[src/rtl/synth_pkg.sv]
// ============================================================================
// synth_pkg : shared envelope state encoding and width constants
// Rev 1.0
// ============================================================================
`default_nettype none

package synth_pkg;
  localparam int          ENV_W_DEF = 16;
  localparam logic [15:0] ENV_MAX   = 16'hFFFF;

  typedef enum logic [2:0] {
    S_IDLE    = 3'd0,
    S_ATTACK  = 3'd1,
    S_DECAY   = 3'd2,
    S_SUSTAIN = 3'd3,
    S_RELEASE = 3'd4
  } adsr_state_e;
endpackage

`default_nettype wire

[src/rtl/env_tick.sv]
// ============================================================================
// env_tick : free-running prescaler, pulses tick once every TICK_DIV clocks
// Rev 1.0
// ============================================================================
`default_nettype none

module env_tick #(
  parameter int TICK_DIV = 1000
) (
  input  logic CLK,
  input  logic RESET,
  output logic tick
);
  localparam int c_cnt_w = (TICK_DIV > 1) ? $clog2(TICK_DIV) : 1;
  localparam logic [c_cnt_w-1:0] c_last = c_cnt_w'(TICK_DIV - 1);

  logic [c_cnt_w-1:0] r_cnt;

  always_ff @(posedge CLK) begin
    if (RESET)                r_cnt <= '0;
    else if (r_cnt == c_last) r_cnt <= '0;
    else                      r_cnt <= r_cnt + 1'b1;
  end

  assign tick = (r_cnt == c_last);
endmodule

`default_nettype wire

[src/rtl/adsr_vca.sv]
// ============================================================================
// adsr_vca : ADSR envelope generator plus VCA scaling of the form_wave output
// Rev 1.0
// ============================================================================
`default_nettype none

module adsr_vca
  import synth_pkg::*;
#(
  parameter int TICK_DIV = 1000,
  parameter int ENV_W    = ENV_W_DEF
) (
  input  logic             CLK,
  input  logic             RESET,
  input  logic [31:0]      WAVE,
  input  logic             GATE,
  input  logic [ENV_W-1:0] ATTACK_STEP,
  input  logic [ENV_W-1:0] DECAY_STEP,
  input  logic [ENV_W-1:0] SUSTAIN,
  input  logic [ENV_W-1:0] RELEASE_STEP,
  output logic [ENV_W-1:0] OUT,
  output logic [ENV_W-1:0] ENV,
  output logic             ACTIVE,
  output logic [2:0]       STATE
);
  localparam logic [ENV_W-1:0] c_env_max = {ENV_W{1'b1}};

  adsr_state_e              r_state, w_state_nxt;
  logic [ENV_W-1:0]         r_env, w_env_nxt;
  logic [ENV_W-1:0]         r_out;
  logic                     r_gate_d;
  logic                     w_tick, w_rise, w_fall;
  logic [ENV_W:0]           w_sum;
  logic signed [ENV_W:0]    w_diff;
  logic [2*ENV_W-1:0]       w_prod;
  logic                     w_unused;

  env_tick #(.TICK_DIV(TICK_DIV)) u_tick (
    .CLK   (CLK),
    .RESET (RESET),
    .tick  (w_tick)
  );

  assign w_rise   = GATE & ~r_gate_d;
  assign w_fall   = ~GATE & r_gate_d;
  assign w_sum    = {1'b0, r_env} + {1'b0, ATTACK_STEP};
  assign w_diff   = $signed({1'b0, r_env}) - $signed({1'b0, DECAY_STEP});
  assign w_prod   = (2*ENV_W)'(WAVE[31:16]) * (2*ENV_W)'(r_env);
  assign w_unused = ^WAVE[15:0];

  // Edges outrank ticks: a retrigger or release swallows any step due this cycle.
  always_comb begin
    w_state_nxt = r_state;
    w_env_nxt   = r_env;
    if (w_rise) begin
      w_state_nxt = S_ATTACK;
    end else if (w_fall && (r_state == S_ATTACK || r_state == S_DECAY ||
                            r_state == S_SUSTAIN)) begin
      w_state_nxt = S_RELEASE;
    end else begin
      case (r_state)
        S_ATTACK: if (w_tick) begin
          if (w_sum >= {1'b0, c_env_max}) begin
            w_env_nxt   = c_env_max;
            w_state_nxt = S_DECAY;
          end else begin
            w_env_nxt = w_sum[ENV_W-1:0];
          end
        end
        S_DECAY: if (w_tick) begin
          if (w_diff <= $signed({1'b0, SUSTAIN})) begin
            w_env_nxt   = SUSTAIN;
            w_state_nxt = S_SUSTAIN;
          end else begin
            w_env_nxt = w_diff[ENV_W-1:0];
          end
        end
        S_SUSTAIN: w_env_nxt = SUSTAIN;
        S_RELEASE: if (w_tick) begin
          if (r_env <= RELEASE_STEP) begin
            w_env_nxt   = '0;
            w_state_nxt = S_IDLE;
          end else begin
            w_env_nxt = r_env - RELEASE_STEP;
          end
        end
        default: begin
          w_env_nxt   = '0;
          w_state_nxt = S_IDLE;
        end
      endcase
    end
  end

  always_ff @(posedge CLK) begin
    if (RESET) begin
      r_state  <= S_IDLE;
      r_env    <= '0;
      r_out    <= '0;
      r_gate_d <= 1'b0;
    end else begin
      r_state  <= w_state_nxt;
      r_env    <= w_env_nxt;
      r_out    <= w_prod[2*ENV_W-1:ENV_W];
      r_gate_d <= GATE;
    end
  end

  assign OUT    = r_out;
  assign ENV    = r_env;
  assign STATE  = r_state;
  assign ACTIVE = (r_state != S_IDLE);
endmodule

`default_nettype wire

[config.mk]
export PLATFORM = sky130hd
export DESIGN_NAME = adsr_vca
export DESIGN_NICKNAME = d
export VERILOG_FILES = /design/src/rtl/synth_pkg.sv /design/src/rtl/env_tick.sv /design/src/rtl/adsr_vca.sv
export SDC_FILE = /design/constraint.sdc
export NUM_CORES = 1
export LEC_CHECK = 0
export ABC_AREA = 1
export CAP_MARGIN = 20
export CORE_AREA = 2 2 166 168
export DETAILED_ROUTE_END_ITERATION = 8
export DIE_AREA = 0 0 168 170
export PLACE_DENSITY = 0.76
export SLEW_MARGIN = 5
export SYNTH_ARGS = -nofsm -noshare
export SYNTH_HDL_FRONTEND = slang
export SYNTH_HIERARCHICAL = 1
export SYNTH_SLANG_ARGS = --single-unit
[constraint.sdc]
create_clock -name CLK -period 7.25 [get_ports CLK]
set_clock_uncertainty 0.2 [all_clocks]
set_input_delay 1.45 -clock CLK [delete_from_list [all_inputs] [get_ports CLK]]
set_output_delay 1.45 -clock CLK [all_outputs]
set_load 0.05 [all_outputs]
== Yosys cells after proc, flatten, opt, wreduce, memory -nomap -nowiden ==
Index checks and enable logic that the tools add are counted.
Word-level totals
  output and inout port bits: 36
  input port bits: 99
  word-level logic and storage cells: 74
  register bits after elaboration: 46
Operators by class
  add/subtract/negate cells: 4
  multipliers: 1
  reduce and logical (&&, ||, !) cells: 11
  bitwise gates (word level): 7
  mux-type cells: 16
  magnitude comparators: 3
  equal/unequal tests: 25
Operators by type and width (count)
  $mux W16: 6
  $pmux W16 S4: 1
  $mul A16 B16 Y32: 1
  $mux W3: 7
  $reduce_and A7 Y1: 3
  $add A16 B16 Y17: 1
  $ge A17 B16 Y1 const B: 1
  $le A17 B17 Y1: 1
  $sub A16 B16 Y17: 1
  $le A16 B16 Y1: 1
  $ne A4 B2 Y1 const B: 4
  $sub A16 B16 Y16: 1
  $ne A2 B1 Y1 const B: 6
  $ne A3 B1 Y1 const B: 4
  $pmux W3 S4: 1
  $add A10 B1 Y10 const B: 1
  $eq A10 B10 Y1 const B: 1
  $eq A3 B2 Y1 const B: 2
  $ne A3 B2 Y1 const B: 2
  $not A1 Y1: 5
  $reduce_and A5 Y1: 1
  $ne A4 B3 Y1 const B: 1
  $ne A4 B4 Y1 const B: 1
  $reduce_or A2 Y1: 2
  other kinds (10): 12

== Longest topological paths before layout ==
  depth after elaboration: 7
  mapped depth: 33
  gate-level depth less buffers: 30

== Hierarchy ==
The synthesis kept the hierarchy.
Modules (own cells, without submodules)
  adsr_vca: instances 1, sequential area each 720.7 um2, area each 14129.8 um2, cells an instance 2106
  env_tick: instances 1, sequential area each 200.2 um2, area each 478.0 um2, cells an instance 63

== Worst setup path before layout ==
OpenSTA, ideal clock, no wires.
  path kind: input to register
  start point: input WAVE[26]
  end point: register r_out[6], in the netlist OUT[6]
  required time: 6.937 ns
  stages: 22
  slack: 0.435 ns
  path buffers: 2
  setup time: 0.113 ns
  arrival: 6.503 ns
  path through: clkbuf_1 > clkbuf_1 > nand2_1 > fa_1 > fa_1 > fa_1 > fa_1 > inv_1 > fa_1 > inv_1 > fa_1 > inv_1 > ha_1 > a21oi_1 > nor2_1 > nor2_1 > a21boi_0 > o21ai_0 > a21boi_0 > o21ai_0 > nor2_1 > nor2_1
On the way
  longest elaborated chain between the ends: 1
Ends and longest elaborated chain
  start: declaration: line adsr_vca.sv:15  | input logic [31:0] WAVE,
  $mul A16 B16 Y32: line adsr_vca.sv:48  | assign w_prod = (2*ENV_W)'(WAVE[31:16]) * (2*ENV_W)'(r_env);
  end signal: assignment: line adsr_vca.sv:104  | r_out <= w_prod[2*ENV_W-1:ENV_W];
  end: declaration: line adsr_vca.sv:30  | logic [ENV_W-1:0] r_out;
Every way passes these cells.
A chain may end at the register's enable or synchronous reset.

== Final worst setup path ==
  start point: input WAVE[25]
  end point: register r_out[9], in the netlist OUT[9]
Same word-level chain as after synthesis.

==> summary.md <==
| Metric | Value |
|---|---|
| Worst path depth | `21` |
| Row count | `60` |
| Endpoints failing setup | `0` |
| Clock Tree Buf Depth | `2` |
| Commonest non-fill, non-tap cells in the layout | `564 x nand2_1, 555 x inv_1, 196 x fa_1, 166 x ha_1, 116 x clkdlybuf4s50_1` |
| Crit path DAT | `7.08 ns` |
| Vias in the first global route | `14490` |
| RR Startpoint | `ENV[7]` |
| Hold Vio Cnt, Final | `0` |
| Crit path from | `WAVE[25]` |
| CP dominant cell by count | `fa_1` |
| Cts hold-fix bufs | `0` |
| Simple-gate share of the synthesized area | `25.60%` |
| Drt via density | `between 5 and 6` |
| CTS tree | `built` |
| Drt drc | `0` |
| Gr usage total | `about a third` |
| Hold Path Class | `reg -> reg` |
| GP Congestion | `just under 1` |
| Fin crit share | `97.48%` |
| Slew Viols, Final | `0` |
| Post-Route WL | `about 44 mm` |
| Crit end category | `flop` |
| Worst-path fanout max | `11` |
| Sequential cell area fraction in the yosys report | `under 10%` |
| EDFF count, synth | `0` |
| R2r endpoint | `OUT[9]` |
| Num CTS Buffers | `5` |
| Mapped Nets | `2630` |
| Core area | `roughly 27000 um2` |
| Type of origin of the critical path | `primary input` |
| Global-route wire length before repair | `71.02 mm` |
| Die area | `28560 um2` |
| TritonRoute pass-1 iters | `5` |
| Fin util | `63.59%` |
| CP peak stage delay | `around 0.58 ns` |
| Mapped Cells | `~2200` |
| Rel. slew slack | `about a third` |
| Largest net degree at the start of global routing | `22` |
| Synth Flop Type | `dfxtp_1` |
| GR Overflow Total | `0` |
| Share of layout cells above drive strength 1 | `7.759%` |
| Crit path buf inv count | `6` |
| Flops & latches, synth | `46` |
| Post-layout net count | `2767` |
| CTS Root Cell | `clkbuf_16` |
| Synth Warn # | `6` |
| Async set or reset register ratio after synthesis | `0%` |
| Hpwl dp | `about 37 mm` |
| Hold_ws | `~0.27 ns` |
| Outcome | `complete, no violations` |
| FF-to-FF path depth | `19` |
| Synth Cell Area | `14610 um2` |
| FF-to-FF setup slack | `approximately 0.9 ns` |
| Via count | `14200` |
| Starting density of the core | `about 55%` |
| Peak Freq | `141.5 MHz` |
| Crit Path Class | `in -> reg` |
| Critical Path, Cell by Cell | `clkdlybuf4s50_1, buf_12, nand2_1, fa_1, inv_1, fa_1, fa_1, fa_1, fa_1, inv_1, fa_1, inv_1, ha_1, a21oi_2, inv_2, a31oi_4, nand2_1, a211o_1, a31oi_2, o21ai_0, a21oi_1` |
| Critical path's top delay family | `adder cells` |
| Clock latency on the worst-skew pair | `0.30 ns` |
| Max cap viols | `0` |
| Avg Cell Area, Syn | `6.735 um2` |
| Post-synthesis adder-cell area fraction | `between 40 and 50%` |
| 1st-iter DRT viols | `around 900` |
| Critical Path RT | `between 7 and 8 ns` |
| Synth Area in Compound Gates | `between 8 and 9%` |
| Commonest non-fill, non-tap cell in the layout | `nand2_1` |
| Synthesis-to-finish area growth | `16.01%` |
| Worst-margin pin slew | `about 1 ns` |
| P_leak | `between 9 and 10 nW` |
| Synth cell types | `47` |
| Worst Setup EP | `OUT[9]` |
| Slowest CP cell | `fa_1` |
| Clock edge transition at the registers on the reported setup and hold paths | `around 0.070 ns` |
| I/O pins | `roughly 140` |
| Peak VDD IR | `between 0.0002 and 0.0003 V` |
| Port Buffers | `between 100 and 150` |
| Antenna-violating nets left | `0` |
| CTS H-Tree Depth | `2` |
| Initial antenna violation count | `1` |
| Die Wd | `around 170 um` |
| Power density cells | `~310 nW/um2` |
| Die height | `~170 um` |
| Fin crit period | `~7 ns` |
| Mux cell area share after synthesis | `0%` |
| Clock sink total | `46` |
| Post-synthesis xor/xnor area fraction | `under 10%` |
| Main combinational cell family by area after synthesis | `adder cells` |
| WL per Instance | `~16 um` |
kinds of logic (layout without fill, tap and decap cells):
| logic type | after synthesis | in the layout |
|---|---|---|
| xor+xnor | 27 | 27 |
| simple gates | 875 | 875 |
| buf+inv | 643 | 781 |
| flops | 46 | 46 |
| fa+ha+maj | 362 | 362 |
| compound gates | 216 | 216 |
| other cells | 0 | 1 |
through the flow:
stage / setup slack (ns) / instance area, um2 / setup TNS (ns) / power [mW] / cells
after floorplan: 0.4345 / 14610 / 0 / 3.287 / 2169
after global placement: -0.09083 / 16630 / -0.4111 / 4.679 / 2637
after detailed placement: -0.1483 / 16630 / -0.7763 / 4.740 / 2637
after CTS: 0.1227 / 16800 / 0 / 5.076 / 2645
after global routing: -0.01894 / 16950 / -0.01894 / 5.719 / 2649
final: 0.1823 / 16950 / 0 / 5.169 / 2649
synthesized netlist by cell type (6+ instances only):
library cell | instances | area share, %
nand2_1 | 565 | 15
xnor2_1 | 15 | 0.90
nand2_2 | 7 | 0.30
inv_2 | 6 | 0.15
buf_2 | 6 | 0.21
clkbuf_1 | 65 | 1.7
dfxtp_1 | 46 | 6.3
xor2_1 | 12 | 0.72
nor3_1 | 19 | 0.65
nand3_1 | 114 | 3.9
a21oi_1 | 107 | 3.7
o22ai_1 | 9 | 0.39
nor2_1 | 110 | 2.8
ha_1 | 166 | 14
nand3_2 | 16 | 1.1
a21oi_2 | 14 | 0.84
nor2_2 | 7 | 0.30
o21ai_0 | 43 | 1.5
fa_1 | 196 | 27
inv_1 | 556 | 14
o21bai_1 | 8 | 0.41
nand4_1 | 20 | 0.86
worst min path at each step:
stage,start,endpoint,cells past startpoint
after floorplan,u_tick/r_cnt[0],u_tick/r_cnt[0],1
after global placement,u_tick/r_cnt[0],u_tick/r_cnt[0],1
after detailed placement,u_tick/r_cnt[0],u_tick/r_cnt[0],1
after CTS,u_tick/r_cnt[0],u_tick/r_cnt[0],1
after global routing,u_tick/r_cnt[0],u_tick/r_cnt[0],1
final,u_tick/r_cnt[0],u_tick/r_cnt[0],1
routing by layer:
| layer | part of all wire, % | global-route usage (%) |
|---|---|---|
| met2 | 50 | 57.87 |
| met4 | 4.9 | 14.03 |
| met3 | 5.9 | 3.535 |
| met5 | 0 | 0 |
| met1 | 39 | 36.65 |
flip-flops by register name (all words and copies together), names as in the netlist:
name          count
u_tick/r_cnt     10
OUT              16
ENV              16
STATE             3
r_gate_d          1
final cells by class:
| type | instances | area (um2) |
|---|---|---|
| Clock buffer | 5 | 125.1 |
| Inverter | 564 | 2117 |
| Tap cell | 341 | 426.7 |
| Fill cell | 2435 | 9704 |
| Clock inverter | 3 | 43.79 |
| Multi-Input combinational cell | 1480 | 11320 |
| Antenna cell | 1 | 2.502 |
| Timing Repair Buffer | 209 | 1991 |
| Sequential cell | 46 | 920.9 |
worst reg2reg max path: cells and delay by family (launching register included):
family,cells,cell delay (ns)
AO/OA/AOI/OAI,6,1.06
buffers and inverters,4,0.23
AND/OR/NAND/NOR,2,0.31
adder cells (fa/ha/maj),7,3.49
flip-flops,1,0.97
timing repair:
action / in CTS / in global routing
hold endpoints to repair: 0 / 0
gates resized for setup: 0 / 29
setup buffers: 0 / 2
endpoints found under the setup margin: 0 / 16
power breakdown:
group | internal (mW) | switching, mW
logic | 1.70 | 2.73
registers | 0.309 | 0.160
clock network | 0.164 | 0.110
Power figures use the tool's default switching activity.
